**config.mk**
```make
export PLATFORM = sky130hd
export DESIGN_NAME = cacheline_burst_adaptor_flat
export DESIGN_NICKNAME = d
export VERILOG_FILES = /design/src/rtl/cacheline_burst_adaptor_pkg.sv /design/src/rtl/cacheline_burst_adaptor_if.sv /design/src/rtl/cacheline_burst_adaptor_buffer.sv /design/src/rtl/cacheline_burst_adaptor.sv /design/src/flat_wrapper.sv
export SDC_FILE = /design/constraint.sdc
export NUM_CORES = 1
export LEC_CHECK = 0
export BUFFER_PORTS_ARGS = -buffer_cell sky130_fd_sc_hd__buf_2
export CORE_AREA = 2 2 278 280
export CTS_CLUSTER_SIZE = 30
export DETAILED_ROUTE_END_ITERATION = 16
export DIE_AREA = 0 0 280 282
export GPL_TIMING_DRIVEN = 1
export RECOVER_POWER = 100
export SLEW_MARGIN = 20
export SYNTH_ARGS = -nofsm -noshare
export SYNTH_HDL_FRONTEND = slang
export SYNTH_SLANG_ARGS = --single-unit
export TNS_END_PERCENT = 10
```
**constraint.sdc**
```tcl
create_clock -name clk -period 3.5 [get_ports clk]
set_clock_uncertainty 0.15 [all_clocks]
set_input_delay 0.175 -clock clk [delete_from_list [all_inputs] [get_ports clk]]
set_output_delay 0.175 -clock clk [all_outputs]
set_load 0.005 [all_outputs]
```
**src/rtl/cacheline_burst_adaptor_pkg.sv**
```systemverilog
// Shared types and width helpers for the cache-line to pmem burst adaptor.
package cacheline_adaptor_pkg;

  typedef enum logic [1:0] {
    IDLE     = 2'd0,
    RD_BURST = 2'd1,
    WR_BURST = 2'd2,
    DONE     = 2'd3
  } state_e;

  // Width of one pmem beat.
  function automatic int burst_width(input int line_w, input int len);
    return line_w / len;
  endfunction

  // Number of byte-offset bits inside one cache line.
  function automatic int offset_bits(input int line_w);
    return $clog2(line_w / 8);
  endfunction

  // Beat counter width (at least one bit).
  function automatic int cnt_width(input int len);
    return (len > 1) ? $clog2(len) : 1;
  endfunction

  localparam int DEF_LINE_W    = 256;
  localparam int DEF_BURST_LEN = 4;
  localparam int DEF_BEAT_W    = burst_width(DEF_LINE_W, DEF_BURST_LEN);

  typedef logic [DEF_LINE_W-1:0] line_t;
  typedef logic [DEF_BEAT_W-1:0] beat_t;

endpackage

```
**src/rtl/cacheline_burst_adaptor_if.sv**
```systemverilog
// Cache-side and pmem-side signals of the adaptor. The slave modport is the
// adaptor itself; the master modport is its environment (cache + pmem).
interface cacheline_burst_adaptor_if #(
  parameter int CACHE_LINE_WIDTH = 256,
  parameter int BURST_LEN        = 4,
  parameter int ADDR_WIDTH       = 32
);
  import cacheline_adaptor_pkg::*;

  localparam int BURST_WIDTH = burst_width(CACHE_LINE_WIDTH, BURST_LEN);

  // Cache side
  logic [CACHE_LINE_WIDTH-1:0] line_i;
  logic [CACHE_LINE_WIDTH-1:0] line_o;
  logic [ADDR_WIDTH-1:0]       address_i;
  logic                        read_i;
  logic                        write_i;
  logic                        resp_o;
  // pmem side
  logic [ADDR_WIDTH-1:0]       pmem_addr_o;
  logic                        pmem_read_o;
  logic                        pmem_write_o;
  logic [BURST_WIDTH-1:0]      pmem_rdata_i;
  logic [BURST_WIDTH-1:0]      pmem_wdata_o;
  logic                        pmem_resp_i;
  // Status
  logic                        err_o;

  modport master (
    output line_i, address_i, read_i, write_i, pmem_rdata_i, pmem_resp_i,
    input  line_o, resp_o, pmem_addr_o, pmem_read_o, pmem_write_o, pmem_wdata_o, err_o
  );

  modport slave (
    input  line_i, address_i, read_i, write_i, pmem_rdata_i, pmem_resp_i,
    output line_o, resp_o, pmem_addr_o, pmem_read_o, pmem_write_o, pmem_wdata_o, err_o
  );

endinterface

```
**src/rtl/cacheline_burst_adaptor_buffer.sv**
```systemverilog
// Line buffer: one cache line of storage with a full-line load port, a
// beat-indexed write port and a beat-indexed read mux.
module burst_line_buffer #(
  parameter int LINE_W = 256,
  parameter int BEAT_W = 64,
  parameter int IDX_W  = 2
) (
  input  logic              clk,
  input  logic              rst_n,
  input  logic              load_i,
  input  logic [LINE_W-1:0] line_i,
  input  logic              beat_we_i,
  input  logic [IDX_W-1:0]  beat_idx_i,
  input  logic [BEAT_W-1:0] beat_i,
  output logic [LINE_W-1:0] line_o,
  output logic [BEAT_W-1:0] beat_o
);

  logic [LINE_W-1:0] line_q, line_d;

  // Next line contents: full load wins over a single-beat capture.
  always_comb begin
    // NOTE: every always_comb output gets a default first so no path leaves it unassigned (no latch).
    line_d = line_q;
    if (load_i) begin
      line_d = line_i;
    end else if (beat_we_i) begin
      line_d[beat_idx_i*BEAT_W +: BEAT_W] = beat_i;
    end
  end

  // Line storage; cleared on reset so line_o and pmem_wdata_o start at zero.
  always_ff @(posedge clk or negedge rst_n) begin
    // NOTE: this storage is reset on purpose (defined outputs after reset); sequential state uses <= only.
    if (!rst_n) line_q <= '0;
    else        line_q <= line_d;
  end

  assign line_o = line_q;
  assign beat_o = line_q[beat_idx_i*BEAT_W +: BEAT_W];

endmodule

```
**src/rtl/cacheline_burst_adaptor.sv**
```systemverilog
// Converts single-cycle cache line fills/write-backs into BURST_LEN-beat pmem
// bursts. Optional watchdog enabled by defining CACHELINE_ADAPTOR_TIMEOUT_EN.
module cacheline_burst_adaptor
  import cacheline_adaptor_pkg::*;
#(
  parameter int CACHE_LINE_WIDTH = 256,
  parameter int BURST_LEN        = 4,
  parameter int ADDR_WIDTH       = 32,
  parameter int TIMEOUT_CYCLES   = 1024
) (
  input logic                        clk,
  input logic                        rst_n,
  cacheline_burst_adaptor_if.slave   bus
);

  localparam int BURST_WIDTH = burst_width(CACHE_LINE_WIDTH, BURST_LEN);
  localparam int OFFSET_BITS = offset_bits(CACHE_LINE_WIDTH);
  localparam int CNT_W       = cnt_width(BURST_LEN);
  localparam logic [CNT_W-1:0]      LAST_BEAT  = CNT_W'(BURST_LEN - 1);
  localparam logic [ADDR_WIDTH-1:0] ALIGN_MASK =
    ~((ADDR_WIDTH'(1) << OFFSET_BITS) - ADDR_WIDTH'(1));

  state_e                  state_q, state_d;
  logic [CNT_W-1:0]        cnt_q, cnt_d;
  logic [ADDR_WIDTH-1:0]   addr_q, addr_d;
  logic                    buf_load, beat_we, last_beat, timeout_hit;

`ifdef CACHELINE_ADAPTOR_TIMEOUT_EN
  localparam int TMR_W = $clog2(TIMEOUT_CYCLES + 1);
  logic [TMR_W-1:0] timer_q, timer_d;
  logic             err_q, err_d;

  // Watchdog: counts burst cycles since the last beat; expiry forces DONE.
  always_comb begin
    timer_d     = '0;
    err_d       = err_q;
    timeout_hit = 1'b0;
    if ((state_q == RD_BURST || state_q == WR_BURST) && !bus.pmem_resp_i) begin
      if (timer_q == TMR_W'(TIMEOUT_CYCLES - 1)) begin
        timeout_hit = 1'b1;
        err_d       = 1'b1;
      end else begin
        timer_d = timer_q + 1'b1;
      end
    end
  end

  // Watchdog counter and sticky error flag.
  always_ff @(posedge clk or negedge rst_n) begin
    if (!rst_n) begin
      timer_q <= '0;
      err_q   <= 1'b0;
    end else begin
      timer_q <= timer_d;
      err_q   <= err_d;
    end
  end

  assign bus.err_o = err_q;
`else
  assign timeout_hit = 1'b0;
  assign bus.err_o   = 1'b0;
`endif

  // Next-state, beat counter and request decode.
  always_comb begin
    state_d          = state_q;
    cnt_d            = cnt_q;
    addr_d           = addr_q;
    buf_load         = 1'b0;
    beat_we          = 1'b0;
    bus.pmem_read_o  = 1'b0;
    bus.pmem_write_o = 1'b0;
    bus.resp_o       = 1'b0;
    last_beat        = (cnt_q == LAST_BEAT);
    case (state_q)
      IDLE: begin
        if (bus.write_i) begin
          addr_d   = bus.address_i & ALIGN_MASK;
          buf_load = 1'b1;
          state_d  = WR_BURST;
        end else if (bus.read_i) begin
          addr_d  = bus.address_i & ALIGN_MASK;
          state_d = RD_BURST;
        end
      end
      RD_BURST: begin
        bus.pmem_read_o = 1'b1;
        if (bus.pmem_resp_i) begin
          beat_we = 1'b1;
          cnt_d   = last_beat ? '0 : cnt_q + 1'b1;
          if (last_beat) state_d = DONE;
        end else if (timeout_hit) begin
          state_d = DONE;
        end
      end
      WR_BURST: begin
        bus.pmem_write_o = 1'b1;
        if (bus.pmem_resp_i) begin
          cnt_d = last_beat ? '0 : cnt_q + 1'b1;
          if (last_beat) state_d = DONE;
        end else if (timeout_hit) begin
          state_d = DONE;
        end
      end
      DONE: begin
        bus.resp_o = 1'b1;
        cnt_d      = '0;
        state_d    = IDLE;
      end
      default: state_d = IDLE;
    endcase
  end

  // State, beat counter and latched line address.
  always_ff @(posedge clk or negedge rst_n) begin
    if (!rst_n) begin
      state_q <= IDLE;
      cnt_q   <= '0;
      addr_q  <= '0;
    end else begin
      state_q <= state_d;
      cnt_q   <= cnt_d;
      addr_q  <= addr_d;
    end
  end

  assign bus.pmem_addr_o = addr_q;

  burst_line_buffer #(
    .LINE_W (CACHE_LINE_WIDTH),
    .BEAT_W (BURST_WIDTH),
    .IDX_W  (CNT_W)
  ) u_buf (
    .clk        (clk),
    .rst_n      (rst_n),
    .load_i     (buf_load),
    .line_i     (bus.line_i),
    .beat_we_i  (beat_we),
    .beat_idx_i (cnt_q),
    .beat_i     (bus.pmem_rdata_i),
    .line_o     (bus.line_o),
    .beat_o     (bus.pmem_wdata_o)
  );

endmodule

```
**src/flat_wrapper.sv**
```systemverilog
// flat-port wrapper written by rule: the top's interface ports become plain ports
module cacheline_burst_adaptor_flat import cacheline_adaptor_pkg::*;
#(
  parameter int CACHE_LINE_WIDTH = 256,
  parameter int BURST_LEN        = 4,
  parameter int ADDR_WIDTH       = 32,
  parameter int TIMEOUT_CYCLES   = 1024
)
  (clk, rst_n, bus_line_i, bus_address_i, bus_read_i, bus_write_i, bus_pmem_rdata_i, bus_pmem_resp_i, bus_line_o, bus_resp_o, bus_pmem_addr_o, bus_pmem_read_o, bus_pmem_write_o, bus_pmem_wdata_o, bus_err_o);
  cacheline_burst_adaptor_if #(.CACHE_LINE_WIDTH(CACHE_LINE_WIDTH), .BURST_LEN(BURST_LEN), .ADDR_WIDTH(ADDR_WIDTH)) bus_i ();
  input logic clk;
  input logic rst_n;
  input wire logic [$bits(bus_i.line_i)-1:0] bus_line_i;
  input wire logic [$bits(bus_i.address_i)-1:0] bus_address_i;
  input wire logic [$bits(bus_i.read_i)-1:0] bus_read_i;
  input wire logic [$bits(bus_i.write_i)-1:0] bus_write_i;
  input wire logic [$bits(bus_i.pmem_rdata_i)-1:0] bus_pmem_rdata_i;
  input wire logic [$bits(bus_i.pmem_resp_i)-1:0] bus_pmem_resp_i;
  output wire logic [$bits(bus_i.line_o)-1:0] bus_line_o;
  output wire logic [$bits(bus_i.resp_o)-1:0] bus_resp_o;
  output wire logic [$bits(bus_i.pmem_addr_o)-1:0] bus_pmem_addr_o;
  output wire logic [$bits(bus_i.pmem_read_o)-1:0] bus_pmem_read_o;
  output wire logic [$bits(bus_i.pmem_write_o)-1:0] bus_pmem_write_o;
  output wire logic [$bits(bus_i.pmem_wdata_o)-1:0] bus_pmem_wdata_o;
  output wire logic [$bits(bus_i.err_o)-1:0] bus_err_o;
  assign bus_i.line_i = bus_line_i;
  assign bus_i.address_i = bus_address_i;
  assign bus_i.read_i = bus_read_i;
  assign bus_i.write_i = bus_write_i;
  assign bus_i.pmem_rdata_i = bus_pmem_rdata_i;
  assign bus_i.pmem_resp_i = bus_pmem_resp_i;
  assign bus_line_o = bus_i.line_o;
  assign bus_resp_o = bus_i.resp_o;
  assign bus_pmem_addr_o = bus_i.pmem_addr_o;
  assign bus_pmem_read_o = bus_i.pmem_read_o;
  assign bus_pmem_write_o = bus_i.pmem_write_o;
  assign bus_pmem_wdata_o = bus_i.pmem_wdata_o;
  assign bus_err_o = bus_i.err_o;
  cacheline_burst_adaptor #(.CACHE_LINE_WIDTH(CACHE_LINE_WIDTH), .BURST_LEN(BURST_LEN), .ADDR_WIDTH(ADDR_WIDTH), .TIMEOUT_CYCLES(TIMEOUT_CYCLES)) u_core (.clk(clk), .rst_n(rst_n), .bus(bus_i));
endmodule
```
Yosys cells after proc, flatten, opt, wreduce, memory -nomap -nowiden
Index checks and enable logic that the tools add are counted.

word-level totals
  bits in registers = 292
  logic and storage cells = 44

cells by class
  add/sub/neg operators = 2
  eq/ne operators = 7
  shift-type cells = 3
  mux-type cells = 20
  reduce and logical (&&, ||, !) cells = 8

operators by type and width
  kind                                                                       count
  256-bit two-way mux                                                        2
  256-bit bitwise mux                                                        1
  64-bit by 34-bit variable shift with 256-bit output, first input constant  1
  256-bit by 9-bit indexed part select with 64-bit output                    1
  64-bit by 34-bit indexed part select with 256-bit output                   1
  32-bit two-way mux                                                         2
  8-bit negator with 34-bit output                                           1
  2-bit two-way mux                                                          6
  1-bit two-way mux                                                          7
  2-bit equality test, second input constant                                 3
  2-bit case mux with 3 select lines                                         1
  2-bit nonzero test                                                         3
  2-bit by 1-bit != test with 1-bit output, second input constant            2
  2-bit case mux with 2 select lines                                         1
  2-bit AND reduction                                                        2
  3-bit != test, second input constant                                       1
  3-bit AND reduction                                                        1
  2-bit by 1-bit adder with 2-bit output, second input constant              1
  2-bit by 1-bit equality test with 1-bit output, second input constant      1
  2-bit zero test                                                            1
  2-bit OR reduction                                                         1

Depth between registers and ports, before layout
  depth in word-level cells = 5
  depth in mapped cells = 10
  gate-level depth less buffers = 5

Hierarchy
A second synthesis with hierarchy kept.

second synthesis, totals
  cells, all modules = 1042
  area, all modules = 14024.7 um^2

modules (own cells, without submodules)
  module                   times used  cells each  area each (um^2)  sequential area each (um^2)
  burst_line_buffer        1           946         12639.6           6406.1
  cacheline_burst_adaptor  1           96          1385.1            775.7

Worst setup path before layout
OpenSTA, ideal clock, no wires.

  path kind = reg-to-reg
  start point = register u_core.cnt_q[1]
  end point = register u_core.u_buf.line_q[14], in the netlist u_core.u_buf.line_o[14]
  library setup time = 0.126 ns
  data arrival time = 2.254 ns
  data required time = 3.224 ns
  setup slack = 0.970 ns
  cell stages (with the launch flop) = 10
  clock period less this slack = 2.530 ns
  path through = dfrtp_1 buf_2 buf_1 inv_1 ha_1 nand2b_1 buf_2 clkbuf_1 nor4_1 a221o_1

between the ends
  longest elaborated chain between the ends = 5
  elaborated cells on any way between the ends = 6
  those cells by class = add/sub: 1; shift: 2; mux: 3

RTL lines
  item                                                                                                                             RTL line                              RTL
  start: declaration                                                                                                               cacheline_burst_adaptor.sv:24         logic [CNT_W-1:0] cnt_q, cnt_d;
  start signal: assignment                                                                                                         cacheline_burst_adaptor.sv:123        cnt_q <= cnt_d;
  8-bit negator with 34-bit output (*)                                                                                             cacheline_burst_adaptor_buffer.sv:28  line_d[beat_idx_i*BEAT_W +: BEAT_W] = beat_i;
  64-bit by 34-bit indexed part select with 256-bit output or 64-bit by 34-bit variable shift with 256-bit output (tied branches)  cacheline_burst_adaptor_buffer.sv:28
  256-bit bitwise mux (*)                                                                                                          cacheline_burst_adaptor_buffer.sv:28
  256-bit two-way mux (*)                                                                                                          cacheline_burst_adaptor_buffer.sv:27  end else if (beat_we_i) begin
  256-bit two-way mux (*)                                                                                                          cacheline_burst_adaptor_buffer.sv:25  if (load_i) begin
  end signal: assignment                                                                                                           cacheline_burst_adaptor_buffer.sv:36  else line_q <= line_d;
  end: declaration                                                                                                                 cacheline_burst_adaptor_buffer.sv:19  logic [LINE_W-1:0] line_q, line_d;

Every way passes the cells marked *; elsewhere a longest branch is shown, timed or not. The select of a mux whose other input is x is not followed.
A chain may end at the register's enable or synchronous reset.

Worst setup path after layout
  start point = register u_core.cnt_q[1]
  end point = register u_core.u_buf.line_q[12], in the netlist u_core.u_buf.line_o[12]

The elaborated chain is that of the path after synthesis.

==> reports/metrics.csv <==
stage,metric,value,unit
synthesis,ranking of synthesized cells by area,"dfrtp_1, mux4_2, a221o_1, a22oi_1, nand2_1",
worst_setup_path,Setup CP Type,flip-flop to flip-flop,
worst_setup_path,reg2reg setup slack,120,ps
worst_setup_path,worst r2r dst,u_core.u_buf.line_o[12],
grt,total grt overflow,0,
sta,Max Fclk,296,MHz
worst_setup_path,CP endpoint,u_core.u_buf.line_o[12],
sta,Max-Slew Margin vs Limit,-0.701,
synthesis,sequential-to-total area share from yosys stat,0.485,
worst_setup_path,crit path from,u_core.cnt_q[1],
worst_setup_path,worst-path maximum fanout,36,
power_and_ir_drop,static leakage,0.0112,uW
floorplanning,Die X,280,um
clock_network,clock buffer count from CTS,35,
worst_hold_path,min-delay src,bus_read_i,
floorplanning,# IOs,713,
sta,worst slew pin tran,2550,ps
detailed_routing,WL/cell,21.9,um
clock_network,Skew-Pair Late Insertion Delay,540,ps
place,port bufs,701,
worst_setup_path,WP data arrival,3650,ps
status,status,finished with violations,
sta,final period utilization,0.966,
job,max-cap violations,2,
power_and_ir_drop,Pwr Density,887,nW/um^2
synthesis,Syn Area/Cell,11.5,um^2
synthesis,share of the synthesized area in the top cell type,0.485,
synthesis,post-synth cell types,27,
clock_network,Clock Tree Buf Depth,3,
clock_network,CTS tree,yes,
power_and_ir_drop,total power,22600,uW
place,Placer Congestion,0.848,
detailed_routing,DR iter-0 viols,1123,
worst_setup_path,crit end category,flip-flop,
layout,fin util,0.336,
worst_hold_path,Worst Hold Class,input pin to flip-flop,
sta,count of final setup violators,0,
layout,fin area,25500,um^2
worst_setup_path,Worst setup SP type,flip-flop,
synthesis,"Cell Area, Synth",14800,um^2
sta,Fin. Hold Viols,0,
detailed_routing,detailed-route via count,17400,
power_and_ir_drop,VDD IR max,0.470,mV
grt,first-pass GRT wire length,111,mm
worst_setup_path,slowest cell delay on critical path,800,ps
sta,fin crit period,3380,ps
layout,"commonest non-fill, non-tap cell in the layout",dlygate4sd3_1,
floorplanning,die area,79000,um^2
floorplanning,initial core utilization,0.196,
grt,vias in the first global route,18300,
layout,Layout area overhead,71.9,%
detailed_routing,ANT nets after route,0,
floorplanning,Row Count,101,
synthesis,number of synthesized register bits,287,
detailed_routing,drt total wl,75.9,mm
clock_network,Clock Sinks,287,
worst_setup_path,Critical Path RT,3770,ps
synthesis,Ys Warns,0,
sta,setup_tns,0,ps
status,failing checks,"capacitance limit, slew limit",
worst_setup_path,launching point of the worst reg2reg path,u_core.cnt_q[1],
clock_network,Clock Tree Root,clkbuf_16,
sta,max-slew violation count,96,
sta,RSZ-0062 raised after global routing,false,
grt,Overall Global Routing Usage,0.183,
clock_network,"Reg clk slew, reported paths",60,ps
layout,layout cell share with drive strength beyond 1,0.276,
layout,most frequent cells in the layout,"dlygate4sd3_1, buf_2, dfrtp_1, clkbuf_1, nand2_1",
worst_setup_path,CP Cell Sequence,inv_1 -> ha_4 -> nand2b_4 -> buf_6 -> nor4_1 -> a221o_1 -> dlygate4sd3_1,
floorplanning,core area,75700,um^2
synthesis,biggest area consumer among synthesized cells,dfrtp_1,
clock_network,# H-tree levels,2,
detailed_routing,Vias/cell,5.00,
place,Area after DPL,19400,um^2
worst_setup_path,FF-to-FF path depth,7,
grt,initial antenna violation count,4,
worst_setup_path,CP max stage cell,dfrtp_4,
synthesis,Syn Inst Count,1283,
detailed_routing,First-pass DRT Iterations,7,
place,post-DP HPWL,49.5,mm
layout,nets@finish,2833,
grt,largest net degree at the start of global routing,93,
floorplanning,die height,282,um
detailed_routing,# DRC,0,
[per-stage QoR]
stage,worst slack [ps],hold slack [ps],std cells
2_1_floorplan,970,-271,1288
3_3_place_gp,727,122,2868
3_5_place_dp,665,119,2868
4_1_cts,109,39.2,3469
5_1_grt,10.8,55.4,3472
6_report,120,79.2,3472
[report_power, final]
group | total [uW] | internal [uW] | switching (uW)
combinational | 12300 | 6430 | 5890
sequential | 6540 | 4890 | 1650
clock | 3740 | 2200 | 1540
total | 22600 | 13500 | 9070
[critical path, delay by kind of cell (launching register included)]
| kind | cells | cell delay [ps] |
|---|---|---|
| adders and majority gates | 1 | 360 |
| and+or+nand+nor | 2 | 400 |
| AOI/OAI and AO/OA | 1 | 290 |
| DFF | 1 | 800 |
| buffers and inverters | 3 | 1150 |
[cell families after synthesis]
| logic type | Yosys count | synth area share |
|---|---|---|
| other | 1 | 0.000253 |
| buffers and inverters | 160 | 0.0666 |
| adder cells (fa/ha/maj) | 10 | 0.00845 |
| multiplexers | 94 | 0.120 |
| AND/OR/NAND/NOR | 337 | 0.118 |
| AO/OA/AOI/OAI | 394 | 0.202 |
| flip-flops | 287 | 0.485 |
[how the worst min path moves through the flow]
stage / to / slack [ps] / cells after the start
5_1_grt: u_core.state_q[1] / 60 / 4
3_3_place_gp: u_core.u_buf.line_o[170] / 120 / 1
6_report: u_core.state_q[1] / 80 / 4
4_1_cts: u_core.state_q[1] / 40 / 4
2_1_floorplan: u_core.bus.pmem_addr_o[10] / -270 / 0
3_5_place_dp: u_core.u_buf.line_o[170] / 120 / 1
[Yosys cell counts (all sizes together)]
| cell | n |
|---|---|
| dfrtp | 287 |
| nand2 | 197 |
| o21ai | 130 |
| a22oi | 129 |
| a221o | 128 |
| nor4 | 128 |
| buf | 104 |
| mux4 | 64 |
| clkbuf | 51 |
| mux2 | 29 |
| ha | 10 |
| inv | 5 |
| a32oi | 4 |
| nor2 | 4 |
| nand2b | 3 |
| a22o | 2 |
| and2 | 2 |
| nand4 | 2 |
| a21o | 1 |
| conb | 1 |
| mux2i | 1 |
| nor2b | 1 |
[layer usage]
metal | vias to the layer above | track usage | wire, um
met4 | 2 | 0.104 | 4230
met2 | 1130 | 0.310 | 37000
met1 | 8550 | 0.215 | 28100
met5 | - | 0 | 13
met3 | 245 | 0.0397 | 6580
li1 | 7439 | - | -
[layout make-up]
type / count / area [um^2]
tap: 978 / 1220
fill: 7672 / 50200
clock inverter: 8 / 72.6
antenna: 2 / 5.00
clock buffer: 55 / 1080
multi-input combinational: 841 / 6680
inverter: 5 / 18.8
timing repair buffer: 1296 / 9180
sequential: 287 / 7190
[flip-flops by register name, indices dropped and copies added (netlist names)]
signal	flops
u_core.u_buf.line_o	256
u_core.bus.pmem_addr_o	27
u_core.cnt_q	2
u_core.state_q	2
[what timing repair did]
item / CTS / global route
setup buffers: 0 / 0
hold buffers: 538 / 0
endpoints found under the hold margin: 358 / 0
resized for setup: 0 / 2
endpoints found under the setup margin: 0 / 24
(Power assumes the default switching activity.)
